==> src/rtl/turn_score_ctrl.sv <==
// Game-flow controller: player count, turn index, position counters, turn timer, winner detection.
// Latency: every output is registered and reflects an input one clock after it is sampled.
// Backpressure: none; start/match/miss/tick are single-cycle pulses and are always accepted or ignored.
//
// Ports:
//   clk, rst_n            clock, asynchronous active-low reset
//   start                 begin game from IDLE / acknowledge result in WIN
//   n_sel[1:0]            player-count code sampled on start (00=2, 01=3, 10=4, 11 rejected)
//   match, miss, tick     current-player events and turn-timer timebase
//   T, N                  current turn index and latched player-count code
//   p1_cnt..p4_cnt        player positions
//   time_left             ticks remaining in the current turn
//   playing, game_over    state flags (PLAY / WIN)
//   winner                winning player index, meaningful while game_over=1
module turn_score_ctrl #(
   parameter int CNT_W      = 5,
   parameter int GOAL       = 24,
   parameter int TURN_LIMIT = 10,
   parameter int TIME_W     = 4
) (
   input  logic              clk,
   input  logic              rst_n,
   input  logic              start,
   input  logic [1:0]        n_sel,
   input  logic              match,
   input  logic              miss,
   input  logic              tick,
   output logic [1:0]        T,
   output logic [1:0]        N,
   output logic [CNT_W-1:0]  p1_cnt,
   output logic [CNT_W-1:0]  p2_cnt,
   output logic [CNT_W-1:0]  p3_cnt,
   output logic [CNT_W-1:0]  p4_cnt,
   output logic [TIME_W-1:0] time_left,
   output logic              playing,
   output logic              game_over,
   output logic [1:0]        winner
);

   typedef enum logic [1:0] {
      S_IDLE = 2'd0,
      S_PLAY = 2'd1,
      S_WIN  = 2'd2
   } state_t;

   localparam logic [CNT_W-1:0]  GOAL_V    = CNT_W'(GOAL);
   localparam logic [CNT_W-1:0]  GOAL_M1_V = CNT_W'(GOAL - 1);
   localparam logic [TIME_W-1:0] LIMIT_V   = TIME_W'(TURN_LIMIT);
   localparam logic [TIME_W-1:0] ONE_V     = TIME_W'(1);

   state_t                  state_q, state_d;
   logic [1:0]              t_q, t_d;
   logic [1:0]              n_q, n_d;
   logic [3:0][CNT_W-1:0]   cnt_q, cnt_d;
   logic [TIME_W-1:0]       time_q, time_d;
   logic [1:0]              winner_q, winner_d;
   logic                    playing_q, game_over_q;

   // Highest legal turn index is N+1; n_q never holds 11, so this cannot overflow.
   logic [1:0] last_t;
   logic [1:0] next_t;
   assign last_t = n_q + 2'd1;
   assign next_t = (t_q == last_t) ? 2'd0 : t_q + 2'd1;

   always_comb begin
      state_d  = state_q;
      t_d      = t_q;
      n_d      = n_q;
      cnt_d    = cnt_q;
      time_d   = time_q;
      winner_d = winner_q;

      unique case (state_q)
         S_IDLE: begin
            if (start && (n_sel != 2'b11)) begin
               n_d      = n_sel;
               cnt_d    = '0;
               t_d      = 2'd0;
               time_d   = LIMIT_V;
               winner_d = 2'd0;
               state_d  = S_PLAY;
            end
         end

         S_PLAY: begin
            // match and miss together cancel each other; that case falls through to tick.
            if (match && !miss) begin
               time_d = LIMIT_V;
               if (cnt_q[t_q] == GOAL_M1_V) begin
                  cnt_d[t_q] = GOAL_V;
                  winner_d   = t_q;
                  state_d    = S_WIN;
               end else begin
                  cnt_d[t_q] = cnt_q[t_q] + 1'b1;
               end
            end else if (miss && !match) begin
               t_d    = next_t;
               time_d = LIMIT_V;
            end else if (tick) begin
               if (time_q == ONE_V) begin
                  t_d    = next_t;
                  time_d = LIMIT_V;
               end else begin
                  time_d = time_q - ONE_V;
               end
            end
         end

         S_WIN: begin
            // Results stay frozen for display until the next game start clears them.
            if (start) begin
               state_d = S_IDLE;
            end
         end

         default: state_d = S_IDLE;
      endcase
   end

   always_ff @(posedge clk or negedge rst_n) begin
      if (!rst_n) begin
         state_q     <= S_IDLE;
         t_q         <= 2'd0;
         n_q         <= 2'd0;
         cnt_q       <= '0;
         time_q      <= LIMIT_V;
         winner_q    <= 2'd0;
         playing_q   <= 1'b0;
         game_over_q <= 1'b0;
      end else begin
         state_q     <= state_d;
         t_q         <= t_d;
         n_q         <= n_d;
         cnt_q       <= cnt_d;
         time_q      <= time_d;
         winner_q    <= winner_d;
         playing_q   <= (state_d == S_PLAY);
         game_over_q <= (state_d == S_WIN);
      end
   end

   assign T         = t_q;
   assign N         = n_q;
   assign p1_cnt    = cnt_q[0];
   assign p2_cnt    = cnt_q[1];
   assign p3_cnt    = cnt_q[2];
   assign p4_cnt    = cnt_q[3];
   assign time_left = time_q;
   assign playing   = playing_q;
   assign game_over = game_over_q;
   assign winner    = winner_q;

endmodule
==> config.mk <==
export PLATFORM = sky130hd
export DESIGN_NAME = turn_score_ctrl
export DESIGN_NICKNAME = d
export VERILOG_FILES = /design/src/rtl/turn_score_ctrl.sv
export SDC_FILE = /design/constraint.sdc
export NUM_CORES = 1
export LEC_CHECK = 0
export ABC_AREA = 1
export CORE_UTILIZATION = 53
export DETAILED_ROUTE_END_ITERATION = 10
export PLACE_DENSITY = 0.88
export SYNTH_ARGS = -nofsm -noshare
export SYNTH_HDL_FRONTEND = slang
export SYNTH_SLANG_ARGS = --single-unit
==> constraint.sdc <==
create_clock -name clk -period 2.8 [get_ports clk]
set_input_delay 0.56 -clock clk [delete_from_list [all_inputs] [get_ports clk]]
set_output_delay 0.56 -clock clk [all_outputs]
set_load 0.1 [all_outputs]
Yosys cells after proc, flatten, opt, wreduce, memory -nomap -nowiden

Cells that the tools add are included.

Bits in registers: 34
Bits of input ports: 8
Output and inout port bits: 32

Add/subtract/negate cells: 4
Order comparisons: 2
Equal/unequal tests: 15
Multiplexer cells: 30
Bitwise gates (word level): 3
Reduce and logical (&&, ||, !) cells: 13

Operators by type and width:

| operator                                       | number |
|---|---|
| 2-to-1 mux 20 bit                              | 3 |
| one-hot mux 20 bit (2 select lines)            | 1 |
| 2-to-1 mux 2 bit                               | 12 |
| bitwise mux 20 bit                             | 1 |
| 2-to-1 mux 4 bit                               | 5 |
| AND 12 bit                                     | 1 |
| NOT 12 bit                                     | 1 |
| binary-select mux 5 bit (select 2 bit)         | 1 |
| demux 5 bit (select 2 bit)                     | 1 |
| 2-to-1 mux 5 bit                               | 2 |
| != test 2 bit (second input constant)          | 5 |
| OR 8 bit                                       | 1 |
| one-hot mux 2 bit (2 select lines)             | 2 |
| one-hot mux 4 bit (2 select lines)             | 1 |
| != test 3 bit (second input constant)          | 2 |
| one-hot mux 2 bit (3 select lines)             | 1 |
| AND reduction 3 bit                            | 2 |
| adder 5 x 1 -> 5 bit (second input constant)   | 1 |
| == test 5 bit (second input constant)          | 1 |
| AND reduction 5 bit                            | 1 |
| adder 2 x 1 -> 2 bit (second input constant)   | 2 |
| == test 2 x 1 -> 1 bit (second input constant) | 2 |
| == test 2 bit (second input constant)          | 2 |
| == test 4 x 1 -> 1 bit (second input constant) | 1 |
| 11 further kinds                               | 15 |

Depth between registers and ports, before layout

Gate-level depths: netlist of the first run.

Depth in word-level cells: 9
Gate-level depth with buffers: 17

Worst setup path before layout of the first run

No wires, ideal clock.

Path kind: reg-to-reg
Start: reg t_q[0] (netlist: T[0])
End: reg cnt_q (netlist bit p4_cnt[2])
Data arrival time: 2.718 ns
Data required time: 2.680 ns
Path slack: -0.038 ns
Cell stages (with the launch flop): 14
Buffers on the path: 3
Cells stage by stage: dfrtp_1 buf_6 nor2_1 o21ai_1 ha_1 inv_1 nor2_2 nand2_2 buf_6 buf_6 o21ai_1 nor2_1 nand2_1 nand2_1

Cells in the longest elaborated chain, start to end: 9
Elaborated cells on any way between the ends: 15
Those cells by class: add/sub: 1; order compare: 2; eq/ne: 1; mux: 8; bitwise: 2; reduce/logical: 1

RTL lines:

| item                                                         | RTL line | source |
|---|---|---|
| from (decl)                                                  | 52       | `logic [1:0] t_q, t_d;` |
| from (signal assigned)                                       | 132      | `t_q <= t_d;` |
| branches (longest 6 deep; another with adder 5 x 1 -> 5 bit) | n/a      |  |
| 2-to-1 mux 20 bit (*)                                        | 89       | `if (cnt_q[t_q] == GOAL_M1_V) begin` |
| 2-to-1 mux 20 bit (*)                                        | 87       | `if (match && !miss) begin` |
| one-hot mux 20 bit (2 select lines) (*)                      | 73       | `unique case (state_q)` |
| to (signal assigned)                                         | 134      | `cnt_q <= cnt_d;` |
| to (decl)                                                    | 54       | `logic [3:0][CNT_W-1:0] cnt_q, cnt_d;` |

Every way passes the cells marked *. The select of a mux whose other input is x is not followed.
A chain may end at the register's enable or synchronous reset.

Worst setup path after layout of the first run

Start: reg t_q[0] (netlist: T[0])
End: reg cnt_q (netlist bit p1_cnt[2])

Same word-level chain as after synthesis.

==> impl_metrics.prom, run 1 <==
# TYPE chip_impl_metric gauge
chip_impl_metric{name="grt_pass1_vias",unit=""} 2193
chip_impl_metric{name="required",unit="ns"} 2.98
chip_impl_metric{name="synth.avg_cell_area",unit="sq um"} 6.70
chip_impl_metric{name="grt_pass1_wl",unit="um"} 9260
chip_impl_metric{name="routabilityCongestion",unit=""} 0.981
chip_impl_info{name="synth_top_cell_by_area",value="sky130_fd_sc_hd__dfrtp_1"} 1
chip_impl_metric{name="area_growth",unit="%"} 19.9
chip_impl_info{name="synth_area_leaders",value="sky130_fd_sc_hd__dfrtp_1 35%, sky130_fd_sc_hd__nand2_1 19%, sky130_fd_sc_hd__inv_1 6.9%"} 1
chip_impl_metric{name="register_area_share_after_synthesis",unit="%"} 37.4
chip_impl_metric{name="finalSetupViolations",unit=""} 0
chip_impl_metric{name="crit_path_max_fanout",unit=""} 29
chip_impl_metric{name="fin_worst_skew",unit="ns"} 0.00655
chip_impl_metric{name="timing.final.max_slew_violations",unit=""} 0
chip_impl_info{name="ys_dominant_reg_cell",value="sky130_fd_sc_hd__dfrtp_1"} 1
chip_impl_metric{name="finalHoldViolations",unit=""} 0
chip_impl_metric{name="core_area",unit="sq um"} 4060
chip_impl_metric{name="syn-cell-area",unit="sq um"} 2280
chip_impl_metric{name="synth.distinct_cells",unit=""} 25
chip_impl_metric{name="worstSkewPairLatency",unit="ns"} 0.29
chip_impl_metric{name="placement_row_count",unit=""} 23
chip_impl_metric{name="drt_first_pass_iters",unit=""} 4
chip_impl_metric{name="grt_antenna_before_repair",unit=""} 0
chip_impl_metric{name="route.antenna.remaining_nets",unit=""} 0
chip_impl_metric{name="synth.net_count",unit=""} 356
chip_impl_metric{name="pin_count_of_the_biggest_net_entering_global_routing",unit=""} 35
chip_impl_metric{name="asyncSetResetFlopFracSynth",unit="%"} 100
chip_impl_metric{name="maxClockFrequency",unit="GHz"} 0.403
chip_impl_metric{name="maxCapViolCount",unit=""} 0
chip_impl_metric{name="period_utilization_post_route",unit="%"} 88.7
chip_impl_info{name="root_buffer",value="sky130_fd_sc_hd__clkbuf_8"} 1
chip_impl_metric{name="drt-total-wl",unit="um"} 5510
chip_impl_info{name="setup.worst_path.start_class",value="flip-flop"} 1
chip_impl_metric{name="yosys_warnings",unit=""} 0
chip_impl_metric{name="floorplan.die_area",unit="sq um"} 4580
chip_impl_metric{name="synth.ff_latch_count",unit=""} 34
chip_impl_info{name="status",value="completed"} 1
chip_impl_metric{name="cts_hold_buffers",unit=""} 0
chip_impl_metric{name="initial_cell_density_of_the_core",unit="%"} 56.3
chip_impl_metric{name="port_buffers",unit=""} 39
chip_impl_metric{name="drcViolationCount",unit=""} 0
chip_impl_metric{name="vias",unit=""} 2318
chip_impl_metric{name="cts_post_setup_buffers_inserted",unit=""} 0
chip_impl_metric{name="detailedRoute.firstIterationViolations",unit=""} 233
chip_impl_metric{name="h-tree-depth",unit=""} 2
chip_impl_metric{name="globalRouteOverflowTotal",unit=""} 0
chip_impl_metric{name="min_period",unit="ns"} 2.48
chip_impl_metric{name="yosysTopAreaCellShare",unit="%"} 35.1
chip_impl_metric{name="antenna-diode-count",unit=""} 0
chip_impl_metric{name="synth_edf_count",unit=""} 0
chip_impl_metric{name="clock_pin_slew_on_the_worst_setup_and_hold_paths",unit="ns"} 0.07
chip_impl_metric{name="clock_sinks",unit=""} 34
chip_impl_metric{name="transition_time_of_the_tightest_slew_check_pin",unit="ns"} 0.594
chip_impl_metric{name="max-clock-path-buffers",unit=""} 2
chip_impl_metric{name="drive_gt1_share",unit="%"} 16.9
chip_impl_metric{name="grt_usage",unit="%"} 26.9
chip_impl_metric{name="viasPerCell",unit=""} 5.33
chip_impl_info{name="most_frequent_standard_cell_in_the_layout_excluding_fill_and_tap_cells",value="sky130_fd_sc_hd__nand2_1"} 1
chip_impl_metric{name="io_pins",unit=""} 40
chip_impl_metric{name="die_x",unit="um"} 67.6
chip_impl_metric{name="max_slew_margin",unit="%"} 60.3
chip_impl_info{name="rsz0062_at_grt",value="no"} 1
chip_impl_metric{name="numCtsBuffers",unit=""} 5
chip_impl_metric{name="detailed_placement_hpwl",unit="um"} 3980
chip_impl_info{name="mostFrequentLayoutCells",value="115 x sky130_fd_sc_hd__nand2_1, 42 x sky130_fd_sc_hd__inv_1, 36 x sky130_fd_sc_hd__buf_4"} 1
chip_impl_info{name="crit_type",value="flip-flop to flip-flop"} 1
chip_impl_metric{name="fin_tns_setup",unit="ns"} 0
chip_impl_metric{name="synthCells",unit=""} 341
chip_impl_info{name="min_path_type",value="flip-flop to flip-flop"} 1
chip_impl_metric{name="fin_nets",unit=""} 399
chip_impl_metric{name="cts_resized",unit=""} 0
chip_impl_metric{name="fillers",unit=""} 343
chip_impl_info{name="cts_tree",value="built"} 1
chip_impl_metric{name="route.detailed.wl_per_inst",unit="um"} 12.7
chip_impl_metric{name="floorplan.die.height",unit="um"} 67.6
chip_impl_metric{name="worst-endpoint-arrival",unit="ns"} 2.66
chip_impl_info{name="setup.worst_path.end_class",value="flip-flop"} 1
## routing by layer
layer	vias to the layer above	track usage [%]	share of wire [%]
met5	-	0	0
met4	0	10.6	1.5
met2	77	45.4	49
met3	11	5.74	6.3
li1	1156	-	-
met1	1074	33.2	44
## cells in the mapped netlist (all sizes together) (2+ instances only)
cell	instances
dfstp	2
nand2	121
nand3	32
a21oi	2
buf	6
inv	47
nor2	33
nor3	5
dfrtp	32
a31o	2
ha	7
o21ai	47
## stage by stage
| step | setup slack, ns | util, % | cells | hold WS (ns) | area [sq um] |
|---|---|---|---|---|---|
| floorplan | 0.0246 | - | 341 | 0.264 | 2280 |
| global placement | 0.493 | 64.8 | 427 | 0.491 | 2630 |
| detailed placement | 0.425 | 64.8 | 427 | 0.490 | 2630 |
| CTS | 0.368 | 67.5 | 435 | 0.511 | 2740 |
| global route | 0.109 | 67.5 | 435 | 0.532 | 2740 |
| finish | 0.316 | 67.5 | 435 | 0.506 | 2740 |
## flip-flops by register name (all words and copies together), names as in the netlist
register / cells
game_over: 1
time_left: 4
p4_cnt: 5
N: 2
p1_cnt: 5
T: 2
state_q: 2
playing: 1
p2_cnt: 5
p3_cnt: 5
winner: 2
## final timing paths
kind                            from      endpoint  slack (ns)  depth (start not counted)
setup / recovery                T[0]     p1_cnt[2]        0.32                         14
hold / removal             winner[1]     winner[1]        0.51                          2
setup reg to reg                T[0]     p1_cnt[2]        0.32                         14
hold reg to reg            winner[1]     winner[1]        0.51                          2
max in group asynchronous      rst_n  time_left[1]        1.79                          2
min in group asynchronous      rst_n          T[0]        0.68                          2
## layout make-up
class	count	area, sq um	area share [%]
Inverter	48	180	6.58
Multi-Input combinational cell	252	1190	43.5
Clock buffer	5	68.8	2.51
Tap cell	50	62.6	2.29
Timing Repair Buffer	43	340	12.4
Sequential cell	34	855	31.2
Clock inverter	3	40.0	1.46
## cell families after synthesis
| group | Yosys count | synth area share, % |
|---|---|---|
| AOI/OAI and AO/OA | 52 | 11.8 |
| adders and majority gates | 7 | 3.84 |
| and+or+nand+nor | 192 | 36.1 |
| buffers and inverters | 55 | 10.5 |
| xor gates and xnor gates | 1 | 0.384 |
| DFF | 34 | 37.4 |
## critical path: stages (launching register included)
cell	delay, ns
sky130_fd_sc_hd__dfrtp_2	0.58
sky130_fd_sc_hd__inv_2	0.19
sky130_fd_sc_hd__nand2_1	0.12
sky130_fd_sc_hd__nand2_1	0.06
sky130_fd_sc_hd__nand2_1	0.05
sky130_fd_sc_hd__nand2_1	0.09
sky130_fd_sc_hd__ha_1	0.20
sky130_fd_sc_hd__inv_1	0.08
sky130_fd_sc_hd__nor2_2	0.05
sky130_fd_sc_hd__nand2_2	0.39
sky130_fd_sc_hd__nand3_1	0.20
sky130_fd_sc_hd__nand2_1	0.19
sky130_fd_sc_hd__inv_1	0.05
sky130_fd_sc_hd__o21ai_1	0.07
sky130_fd_sc_hd__nand2_1	0.06
Power of run 1 is not shown: default switching activity piles up to over one toggle a cycle in this logic, so the estimate is an artifact.
==> run 2: changes to the inputs <==
Settings changed: CORE_MARGIN set to 1.
==> results of run 2 <==
Final layout, timing and power as in run 1 (identical DEF).
Power of run 2 is left out for the same reason.
